<file path="config.mk">
export PLATFORM = sky130hd
export DESIGN_NAME = cm0_dbg_ap
export DESIGN_NICKNAME = d
export VERILOG_FILES = /design/src/rtl/cm0_dbg_ap_pkg.sv /design/src/rtl/cm0_dbg_ap_tar_inc.sv /design/src/rtl/cm0_dbg_ap.sv
export SDC_FILE = /design/constraint.sdc
export NUM_CORES = 1
export LEC_CHECK = 0
export CORE_AREA = 2 2 139 114
export DETAILED_ROUTE_END_ITERATION = 16
export DIE_AREA = 0 0 141 116
export PLACE_DENSITY_LB_ADDON = 0.3
export SYNTH_ARGS = -nofsm -noshare
export SYNTH_HDL_FRONTEND = slang
export SYNTH_SLANG_ARGS = --single-unit
export TNS_END_PERCENT = 10
</file>
<file path="constraint.sdc">
create_clock -name dclk -period 2.5 [get_ports dclk]
set_clock_uncertainty 0.05 [all_clocks]
set_input_delay 0.75 -clock dclk [delete_from_list [all_inputs] [get_ports dclk]]
set_output_delay 0.75 -clock dclk [all_outputs]
set_load 0.02 [all_outputs]
</file>
<file path="src/rtl/cm0_dbg_ap_pkg.sv">
// Shared encodings for the cm0 debug access port: FSM states, register offsets,
// SLV bus encodings and CSW field positions.
package cm0_dbg_ap_pkg;

  typedef logic [1:0] state_t;
  localparam state_t ST_IDLE = 2'd0;
  localparam state_t ST_ADDR = 2'd1;
  localparam state_t ST_DATA = 2'd2;

  // Offsets are word indices, i.e. byte offset [7:2]
  localparam logic [5:0] OFS_CSW = 6'h00;
  localparam logic [5:0] OFS_TAR = 6'h01;
  localparam logic [5:0] OFS_DRW = 6'h03;
  localparam logic [5:0] OFS_BD0 = 6'h04;
  localparam logic [5:0] OFS_IDR = 6'h3F;

  localparam logic [1:0] TRANS_IDLE   = 2'b00;
  localparam logic [1:0] TRANS_NONSEQ = 2'b10;

  localparam logic [1:0] SIZE_BYTE = 2'b00;
  localparam logic [1:0] SIZE_HALF = 2'b01;
  localparam logic [1:0] SIZE_WORD = 2'b10;

  localparam int CSW_SIZE_LSB   = 0;
  localparam int CSW_INC_LSB    = 4;
  localparam int CSW_TIP_BIT    = 6;
  localparam int CSW_STICKY_BIT = 7;

  function automatic logic [31:0] csw_pack(input logic [2:0] size, input logic [1:0] inc,
                                           input logic tip, input logic sticky);
    logic [31:0] v;
    v = '0;
    v[CSW_SIZE_LSB +: 3] = size;
    v[CSW_INC_LSB +: 2]  = inc;
    v[CSW_TIP_BIT]       = tip;
    v[CSW_STICKY_BIT]    = sticky;
    return v;
  endfunction

endpackage

</file>
<file path="src/rtl/cm0_dbg_ap_tar_inc.sv">
// Next TAR after an auto-incrementing access: adds 1/2/4 bytes to TAR[9:0],
// wrapping inside the current 1 KB page; TAR[31:10] passes through.
module cm0_dbg_ap_tar_inc (
  input  logic [31:0] tar_i,
  input  logic [1:0]  size_i,
  output logic [31:0] tar_o
);

  logic [9:0] step;

  assign step  = 10'd1 << size_i;
  assign tar_o = {tar_i[31:10], tar_i[9:0] + step};

endmodule

</file>
<file path="src/rtl/cm0_dbg_ap.sv">
// MEM-AP style debug access port: register accesses ack one cycle after accept, DRW/BDx issue one
// SLV transfer (ap_ready_o low until it completes). BD0..BD3 exist only with CM0_DBG_AP_BD_EN.
module cm0_dbg_ap #(
  parameter logic [31:0] IDR_VALUE = 32'h0477_0021,
  parameter bit          AHBSLV    = 1'b1
) (
  input  logic        dclk,
  input  logic        dbg_reset,
  input  logic        ap_req_i,
  output logic        ap_ready_o,
  input  logic        ap_write_i,
  input  logic [5:0]  ap_addr_i,
  input  logic [31:0] ap_wdata_i,
  input  logic        ap_abort_i,
  output logic        ap_ack_o,
  output logic [31:0] ap_rdata_o,
  output logic        ap_err_o,
  output logic [31:0] slv_addr_o,
  output logic [1:0]  slv_size_o,
  output logic [1:0]  slv_trans_o,
  output logic [31:0] slv_wdata_o,
  output logic        slv_write_o,
  input  logic [31:0] slv_rdata_i,
  input  logic        slv_ready_i,
  input  logic        slv_resp_i
);

  import cm0_dbg_ap_pkg::*;

  state_t      state_q, state_d;
  logic [2:0]  size_q, size_d;
  logic [1:0]  inc_q, inc_d;
  logic        sticky_q, sticky_d;
  logic [31:0] tar_q, tar_d;
  logic        ack_q, ack_d;
  logic        err_q, err_d;
  logic [31:0] rdata_q, rdata_d;
  logic [31:0] slv_addr_q, slv_addr_d;
  logic [1:0]  slv_size_q, slv_size_d;
  logic        slv_write_q, slv_write_d;
  logic [31:0] slv_wdata_q, slv_wdata_d;
  logic        drw_q, drw_d;

  logic        is_drw;
  logic        is_bd;
  logic        is_bus;
  logic [31:0] tar_next;
  logic [31:0] reg_rdata;

  assign is_drw = (ap_addr_i == OFS_DRW);
`ifdef CM0_DBG_AP_BD_EN
  assign is_bd  = (ap_addr_i[5:2] == OFS_BD0[5:2]);
`else
  assign is_bd  = 1'b0;
`endif
  assign is_bus = is_drw | is_bd;

  cm0_dbg_ap_tar_inc u_tar_inc (
    .tar_i  (tar_q),
    .size_i (size_q[1:0]),
    .tar_o  (tar_next)
  );

  always_comb begin
    reg_rdata = '0;
    case (ap_addr_i)
      OFS_CSW: reg_rdata = csw_pack(size_q, inc_q, state_q != ST_IDLE, sticky_q);
      OFS_TAR: reg_rdata = tar_q;
      OFS_IDR: reg_rdata = IDR_VALUE;
      default: reg_rdata = '0;
    endcase
  end

  always_comb begin
    state_d     = state_q;
    size_d      = size_q;
    inc_d       = inc_q;
    sticky_d    = sticky_q;
    tar_d       = tar_q;
    ack_d       = 1'b0;
    err_d       = 1'b0;
    rdata_d     = rdata_q;
    slv_addr_d  = slv_addr_q;
    slv_size_d  = slv_size_q;
    slv_write_d = slv_write_q;
    slv_wdata_d = slv_wdata_q;
    drw_d       = drw_q;

    case (state_q)
      ST_IDLE: begin
        if (ap_req_i) begin
          if (is_bus) begin
            if (sticky_q || !AHBSLV) begin
              ack_d = 1'b1;
              err_d = 1'b1;
            end else begin
              state_d     = ST_ADDR;
              slv_addr_d  = is_bd ? {tar_q[31:4], ap_addr_i[1:0], 2'b00} : tar_q;
              slv_size_d  = is_bd ? SIZE_WORD : size_q[1:0];
              slv_write_d = ap_write_i;
              slv_wdata_d = ap_wdata_i;
              drw_d       = ~is_bd;
            end
          end else begin
            ack_d = 1'b1;
            if (!ap_write_i) begin
              rdata_d = reg_rdata;
            end else if (ap_addr_i == OFS_CSW) begin
              // Reserved Size/AddrInc encodings collapse to word / no-increment
              size_d = (ap_wdata_i[2:0] > 3'd2) ? 3'd2 : ap_wdata_i[2:0];
              inc_d  = ap_wdata_i[5] ? 2'b00 : ap_wdata_i[5:4];
              if (ap_wdata_i[CSW_STICKY_BIT]) sticky_d = 1'b0;
            end else if (ap_addr_i == OFS_TAR) begin
              tar_d = ap_wdata_i;
            end
          end
        end
      end
      ST_ADDR: begin
        // Once the slave takes the address phase the abort is too late
        if (slv_ready_i) begin
          state_d = ST_DATA;
        end else if (ap_abort_i) begin
          state_d = ST_IDLE;
          ack_d   = 1'b1;
          err_d   = 1'b1;
        end
      end
      ST_DATA: begin
        if (slv_ready_i) begin
          state_d  = ST_IDLE;
          ack_d    = 1'b1;
          err_d    = slv_resp_i;
          sticky_d = sticky_q | slv_resp_i;
          if (!slv_write_q) rdata_d = slv_rdata_i;
          if (!slv_resp_i && drw_q && inc_q == 2'b01) tar_d = tar_next;
        end
      end
      default: state_d = ST_IDLE;
    endcase
  end

  always_ff @(posedge dclk) begin
    if (dbg_reset) begin
      state_q     <= ST_IDLE;
      size_q      <= 3'd2;
      inc_q       <= 2'b00;
      sticky_q    <= 1'b0;
      tar_q       <= '0;
      ack_q       <= 1'b0;
      err_q       <= 1'b0;
      rdata_q     <= '0;
      slv_addr_q  <= '0;
      slv_size_q  <= '0;
      slv_write_q <= 1'b0;
      slv_wdata_q <= '0;
      drw_q       <= 1'b0;
    end else begin
      state_q     <= state_d;
      size_q      <= size_d;
      inc_q       <= inc_d;
      sticky_q    <= sticky_d;
      tar_q       <= tar_d;
      ack_q       <= ack_d;
      err_q       <= err_d;
      rdata_q     <= rdata_d;
      slv_addr_q  <= slv_addr_d;
      slv_size_q  <= slv_size_d;
      slv_write_q <= slv_write_d;
      slv_wdata_q <= slv_wdata_d;
      drw_q       <= drw_d;
    end
  end

  assign ap_ready_o  = (state_q == ST_IDLE);
  assign ap_ack_o    = ack_q;
  assign ap_err_o    = err_q;
  assign ap_rdata_o  = rdata_q;
  assign slv_trans_o = (state_q == ST_ADDR) ? TRANS_NONSEQ : TRANS_IDLE;
  assign slv_addr_o  = slv_addr_q;
  assign slv_size_o  = slv_size_q;
  assign slv_write_o = slv_write_q;
  assign slv_wdata_o = slv_wdata_q;

endmodule

</file>
==> flow_summary.json, run 1 <==
{
  "wire_per_inst_um": 16.6,
  "synth_seq_cells": 141,
  "placed_area_mm2": 0.00818,
  "grt_overflow": 0,
  "insertion_delay_ns": 0.42,
  "cts_htree_levels": 4,
  "dieArea_mm2": 0.0164,
  "hold_slack_ns": 0.403,
  "reg2regPathDepth": 9,
  "synth_common_cells": "226 x nand2_1, 141 x dfxtp_1, 117 x a21oi_1",
  "grtUsageTotal": 0.231,
  "rr_endpoint": "tar_q[8]",
  "hold_path.class": "reg -> reg",
  "max_freq_mhz": 423,
  "crit_family": "buffers and inverters",
  "port_buffers": 179,
  "yosysSeqAreaShare": 0.479,
  "start_util": 0.396,
  "dp_hpwl_um": 12800,
  "max-cap-violations": 0,
  "endpoint_kind": "flop",
  "synth_area_leaders": "dfxtp_1 48%, nand2_1 14%, a21oi_1 9.9%, clkbuf_1 3.0%, a311oi_1 2.8%",
  "power.density_mw_per_mm2": 591,
  "syn-cell-area_mm2": 0.00589,
  "setup_tns_ns": 0,
  "critPathLaunch": "ap_addr_i[3]",
  "status": "finished clean",
  "fin_crit_sh": 0.947,
  "worstPathRequired_ns": 2.80,
  "dominantRegCellSynth": "dfxtp_1",
  "hold_viol": 0,
  "gp_congestion": 0.834,
  "crit_fanout": 20,
  "start_kind": "input port",
  "final_nets": 1016,
  "syn-mean-instance-area_um2": 7.82,
  "syn-num-nets": 835,
  "grt_pass1_vias": 5608,
  "worstSetupEndpoint": "slv_addr_o[10]",
  "period_minus_slack_ns": 2.37,
  "ant_nets": 0,
  "rrSetupSlack_ns": 0.31,
  "drc_errors": 0,
  "postCtsHoldBufs": 0,
  "worst_pin_slew_ns": 0.567,
  "yosys.area.top_type_share": 0.479,
  "yosysTopAreaCell": "dfxtp_1",
  "firstDrtPassIters": 6,
  "die_w_um": 141,
  "n_antenna_cell": 0,
  "cp_cell_sequence": "clkdlybuf4s50_1 -> nor4_4 -> nand3_2 -> buf_4 -> nor4_4 -> buf_12 -> buf_12 -> nand2_1 -> a21oi_1",
  "slew_headroom": 0.622,
  "cts_sinks": 141,
  "power.leakage_uw": 0.00303,
  "cts_root_buffer": "clkbuf_16",
  "clk_pin_slew_ns": 0.06,
  "setup_violations": 0,
  "io_pins": 181,
  "synth_cell_types": 50,
  "critical_path_depth": 9,
  "slowest_stage": "clkdlybuf4s50_1",
  "cts.path.max_buffers": 2,
  "cts_tree": "built",
  "core_mm2": 0.0149,
  "antenna_found_initial": 0,
  "async_reset_ff_frac": 0,
  "vias_per_cell": 5.30,
  "yosysWarnings": 0,
  "n_fill_cell": 1335,
  "synthCells": 753,
  "rsz0062_at_grt": "false",
  "area_delta_synth_final_pct": 49.1,
  "r2r-start": "size_q[1]",
  "slew_viol_final": 0,
  "path_buf_inv": 4,
  "design_area_mm2": 0.00878,
  "die_h_um": 116,
  "vias": 6021,
  "grt_max_degree": 48,
  "grt_pass1_wl_um": 29700,
  "drtIter0Drc": 439,
  "critPathMaxStageDelay_ns": 0.46,
  "yosysMostFrequentCell": "nand2_1",
  "worstSetupPathType": "in -> reg",
  "arrival_ns": 2.66,
  "cts_made_buffers": 17,
  "ir_worst_vdd_mv": 0.463,
  "synth_edf_count": 0,
  "drive_gt1_frac": 0.0929,
  "finalCoreUtilization": 0.591,
  "routed_wl_um": 18900,
  "min_path_cells": 2,
  "rows": 40
}
## tightest hold or removal path: cells and delay by family, from the launching register on
family	cells	cell delay, ns
compound gates	1	0.05
flops	1	0.30
simple gates	1	0.05
## kinds of logic after synthesis
logic type / Yosys count / share of synthesized area
compound gates: 195 / 0.203
other cells: 1 / 0.000637
flops: 141 / 0.479
simple gates: 336 / 0.244
mux: 6 / 0.0102
fa+ha+maj: 5 / 0.0119
buf+inv: 69 / 0.0504
## placed cells by master (no fill, tap or decap), types with 2 or more instances in the layout
cell	Yosys	layout
nand2_1	226	226
clkdlybuf4s50_1	0	176
dfxtp_1	141	141
a21oi_1	117	117
nor2_1	42	40
buf_4	1	32
nand3_1	21	21
a311oi_1	19	19
clkbuf_16	0	17
buf_12	0	15
nor3_1	12	12
o211ai_1	11	11
a211o_1	10	10
o21ai_0	9	9
a211oi_1	8	8
nand2b_1	8	7
inv_1	6	6
mux2i_1	6	6
clkbuf_8	0	5
and3_1	4	4
a21o_1	4	4
a31oi_1	4	4
ha_1	4	4
clkinvlp_4	0	4
nand4_1	3	3
nor3b_1	3	3
clkinv_2	0	3
nor2_2	0	2
and2_1	2	2
nor4_4	1	2
nand4b_1	2	2
a221oi_1	2	2
o41ai_1	2	2
o21bai_1	2	2
nand3b_1	2	2
dlygate4sd2_1	0	2
## through the flow
stage,total power (µW),cells,setup slack [ns]
final,5190,1136,0.134
after floorplan,2480,753,0.0858
after CTS,5200,1134,0.0971
after global routing,5330,1136,0.00659
after global placement,2740,1102,-0.420
after detailed placement,2740,1102,-0.445
## report_power, final
group / switching, µW / internal [µW]
Sequential: 15.8 / 2280
Clock: 999 / 1500
Combinational: 188 / 214
## worst min path at each step
stage / slack (ns) / startpoint / to
after CTS: 0.40 / slv_wdata_o[20] / slv_wdata_o[20]
after floorplan: 0.39 / drw_q / drw_q
final: 0.40 / slv_addr_o[29] / slv_addr_o[29]
after global routing: 0.42 / slv_wdata_o[20] / slv_wdata_o[20]
after detailed placement: 0.40 / slv_wdata_o[20] / slv_wdata_o[20]
after global placement: 0.39 / slv_addr_o[19] / slv_addr_o[19]
## metal layers
layer  part of all wire  up-vias  track usage
met4              0.011        0       0.0700
met3              0.075       20       0.0612
met1               0.50     2803        0.335
li1                   -     2952            -
met2               0.42      246        0.337
met5                  0        -            0
## registers in the layout, summed over array words and instances, names as in the netlist
signal,cells
ap_rdata_o,32
tar_q,32
slv_addr_o,32
slv_size_o,2
size_q,3
ap_err_o,1
ap_ack_o,1
slv_wdata_o,32
slv_write_o,1
drw_q,1
state_q,2
sticky_q,1
inc_q,1
## cell type report
cell class                      count  area, µm²  area share
Clock buffer                       23        498      0.0567
Clock inverter                      9       83.8     0.00955
Inverter                            6       22.5     0.00257
Multi-Input combinational cell    543       2800       0.319
Sequential cell                   141       2820       0.322
Tap cell                          189        236      0.0269
Timing Repair Buffer              225       2320       0.264
## repair_timing
item / in CTS / in global routing
gates resized for setup: 5 / 1
endpoints found under the setup margin: 6 / 4
pin swaps: 0 / 0
setup buffers: 0 / 2
Power figures use the tool's default switching activity.
==> inputs of run 2 (changes only) <==
--- a/config.mk
+++ b/config.mk
@@ -9,6 +9,7 @@
 export DETAILED_ROUTE_END_ITERATION = 16
 export DIE_AREA = 0 0 141 116
 export PLACE_DENSITY_LB_ADDON = 0.3
+export SKIP_LAST_GASP = 1
 export SYNTH_ARGS = -nofsm -noshare
 export SYNTH_HDL_FRONTEND = slang
 export SYNTH_SLANG_ARGS = --single-unit
==> run 2 against run 1 <==
Die area unchanged. Clock power about the same. Sequential power about the same. Routed wire length decreased by 0.15%. Design area decreased by 0.14%. Sequential share of layout area about the same. Via count decreased by 1.2%. Final cell count decreased by 0.18%. Flip-flop and latch count unchanged. First-iteration DRC count increased by 2.3%. Count of clock-buffer cells in the layout unchanged. Worst setup slack got worse by 0.057 ns.
==> flow_summary.json, run 2 (synthesis results as in run 1) <==
{
  "multi_input_area_mm2": 0.00280,
  "critPathMaxStageDelay_ns": 0.46,
  "min_to": "slv_addr_o[29]",
  "dp_worst_setup_slack_ns": -0.445,
  "area_delta_synth_final_pct": 48.9,
  "arrival_ns": 2.73,
  "power.leakage_uw": 0.00304,
  "start_kind": "input port",
  "cts_htree_levels": 4,
  "port_buffers": 179,
  "worst_pin_slew_ns": 0.560,
  "clk_pin_slew_ns": 0.06,
  "hold_slack_ns": 0.403,
  "cts_setup_buffers": 0,
  "hold_path.class": "reg -> reg",
  "min_path_cells": 2,
  "vias_per_cell": 5.25,
  "drive_gt1_frac": 0.0899,
  "worstSetupPathType": "in -> reg",
  "insertion_delay_ns": 0.42,
  "cp_cell_sequence": "clkdlybuf4s50_1 -> nor4_4 -> buf_4 -> and3b_1 -> and4_1 -> buf_12 -> nand2_1 -> a21oi_1",
  "rsz0062_at_grt": "true",
  "rrSetupSlack_ns": 0.31,
  "max-cap-violations": 0,
  "n_antenna_cell": 0,
  "grt_overflow": 0,
  "dieArea_mm2": 0.0164,
  "cts_sinks": 141,
  "slew_viol_final": 0,
  "setup_violations": 0,
  "dp_hpwl_um": 12800,
  "final_cell_mix": "226 x nand2_1, 176 x clkdlybuf4s50_1, 141 x dfxtp_1",
  "drtIter0Drc": 449,
  "drc_errors": 0,
  "finalWorstSetupSlack_ns": 0.0770,
  "design_area_mm2": 0.00877,
  "period_minus_slack_ns": 2.42,
  "ant_nets": 0,
  "core_mm2": 0.0149,
  "status": "finished clean",
  "crit_family": "simple AND/OR/NAND/NOR gates",
  "max_freq_mhz": 413,
  "postCtsHoldBufs": 0,
  "die_w_um": 141,
  "worstPathRequired_ns": 2.80,
  "cts_tree": "built",
  "final_common_cell": "nand2_1",
  "crit_fanout": 22,
  "grt_max_degree": 48,
  "start_util": 0.396,
  "cts_root_buffer": "clkbuf_16",
  "wire_per_inst_um": 16.6,
  "hold_viol": 0,
  "grt_pass1_vias": 5603,
  "critical_path_depth": 8,
  "final_nets": 1014,
  "placed_area_mm2": 0.00818,
  "finalCoreUtilization": 0.590,
  "slowest_stage": "clkdlybuf4s50_1",
  "power.density_mw_per_mm2": 590,
  "gp_congestion": 0.834,
  "slew_headroom": 0.627,
  "instances_no_fill": 1134,
  "path_buf_inv": 3,
  "firstDrtPassIters": 5,
  "dpl.cell_count": 1102,
  "endpoint_kind": "flop",
  "grt_pass1_wl_um": 29700,
  "r2r-start": "size_q[1]",
  "routed_wl_um": 18800,
  "vias": 5951,
  "rr_endpoint": "tar_q[8]",
  "fin_crit_sh": 0.969,
  "rows": 40,
  "cts_made_buffers": 17,
  "grtUsageTotal": 0.231,
  "min-delay-start": "slv_addr_o[29]",
  "ir_worst_vdd_mv": 0.456,
  "n_fill_cell": 1333,
  "die_h_um": 116,
  "cts.path.max_buffers": 2,
  "io_pins": 181,
  "reg2regPathDepth": 9,
  "ff_latch_area_mm2": 0.00282,
  "antenna_found_initial": 0
}
run 2: changes by cell type in the layout (fill, tap and decap cells not counted):
cell / delta
buf_4: -2
and3b_1: +1
and3b_2: -1
dlygate4sd2_1: -1
dlymetal6s2s_1: +1
run 2: area by class of cell:
cell class,count,area share
clock buffer,23,0.0568
multi-input combinational,543,0.319
tap,189,0.0270
clock inverter,9,0.00956
inverter,6,0.00257
sequential,141,0.322
timing repair buffer,223,0.263
run 2: through the flow:
stage | total power (µW) | TNS, ns
global placement | 2740 | -41.64
detailed placement | 2740 | -44.38
global route | 5330 | -0.0548
floorplan | 2480 | 0
CTS | 5200 | -0.0403
finish | 5170 | 0
run 2: power breakdown:
part	switching (µW)	total [µW]	internal (µW)	leakage, µW
combinational	188	401	213	0.00162
clock	984	2480	1500	0.000278
sequential	15.9	2290	2280	0.00114
run 2: how the worst max path moves through the flow:
| stage | from | endpoint |
|---|---|---|
| 6_report | ap_addr_i[3] | tar_q[20] |
| 2_1_floorplan | ap_addr_i[3] | slv_addr_o[10] |
| 5_1_grt | ap_addr_i[3] | tar_q[2] |
| 3_5_place_dp | ap_addr_i[3] | slv_wdata_o[12] |
| 3_3_place_gp | ap_addr_i[3] | slv_wdata_o[12] |
| 4_1_cts | state_q[1] | slv_trans_o[1] |
run 2: per-layer routing:
| metal | track usage | wire [µm] | up-vias | share of wire |
|---|---|---|---|---|
| met2 | 0.337 | 7810 | 224 | 0.41 |
| met4 | 0.0700 | 206 | 0 | 0.011 |
| li1 | - | - | 2951 | - |
| met3 | 0.0612 | 1340 | 16 | 0.071 |
| met5 | 0 | 0 | - | 0 |
| met1 | 0.335 | 9470 | 2760 | 0.50 |
run 2: worst min-delay path, cell delays in order, from the launching register on:
cell,delay [ns]
dfxtp_1,0.30
nand2_1,0.05
a21oi_1,0.05
run 2: repair_timing:
| item | in CTS | in global routing |
|---|---|---|
| endpoints found under the setup margin | 6 | 73 |
| gates resized for setup | 3 | 2 |
| gates cloned | 0 | 0 |
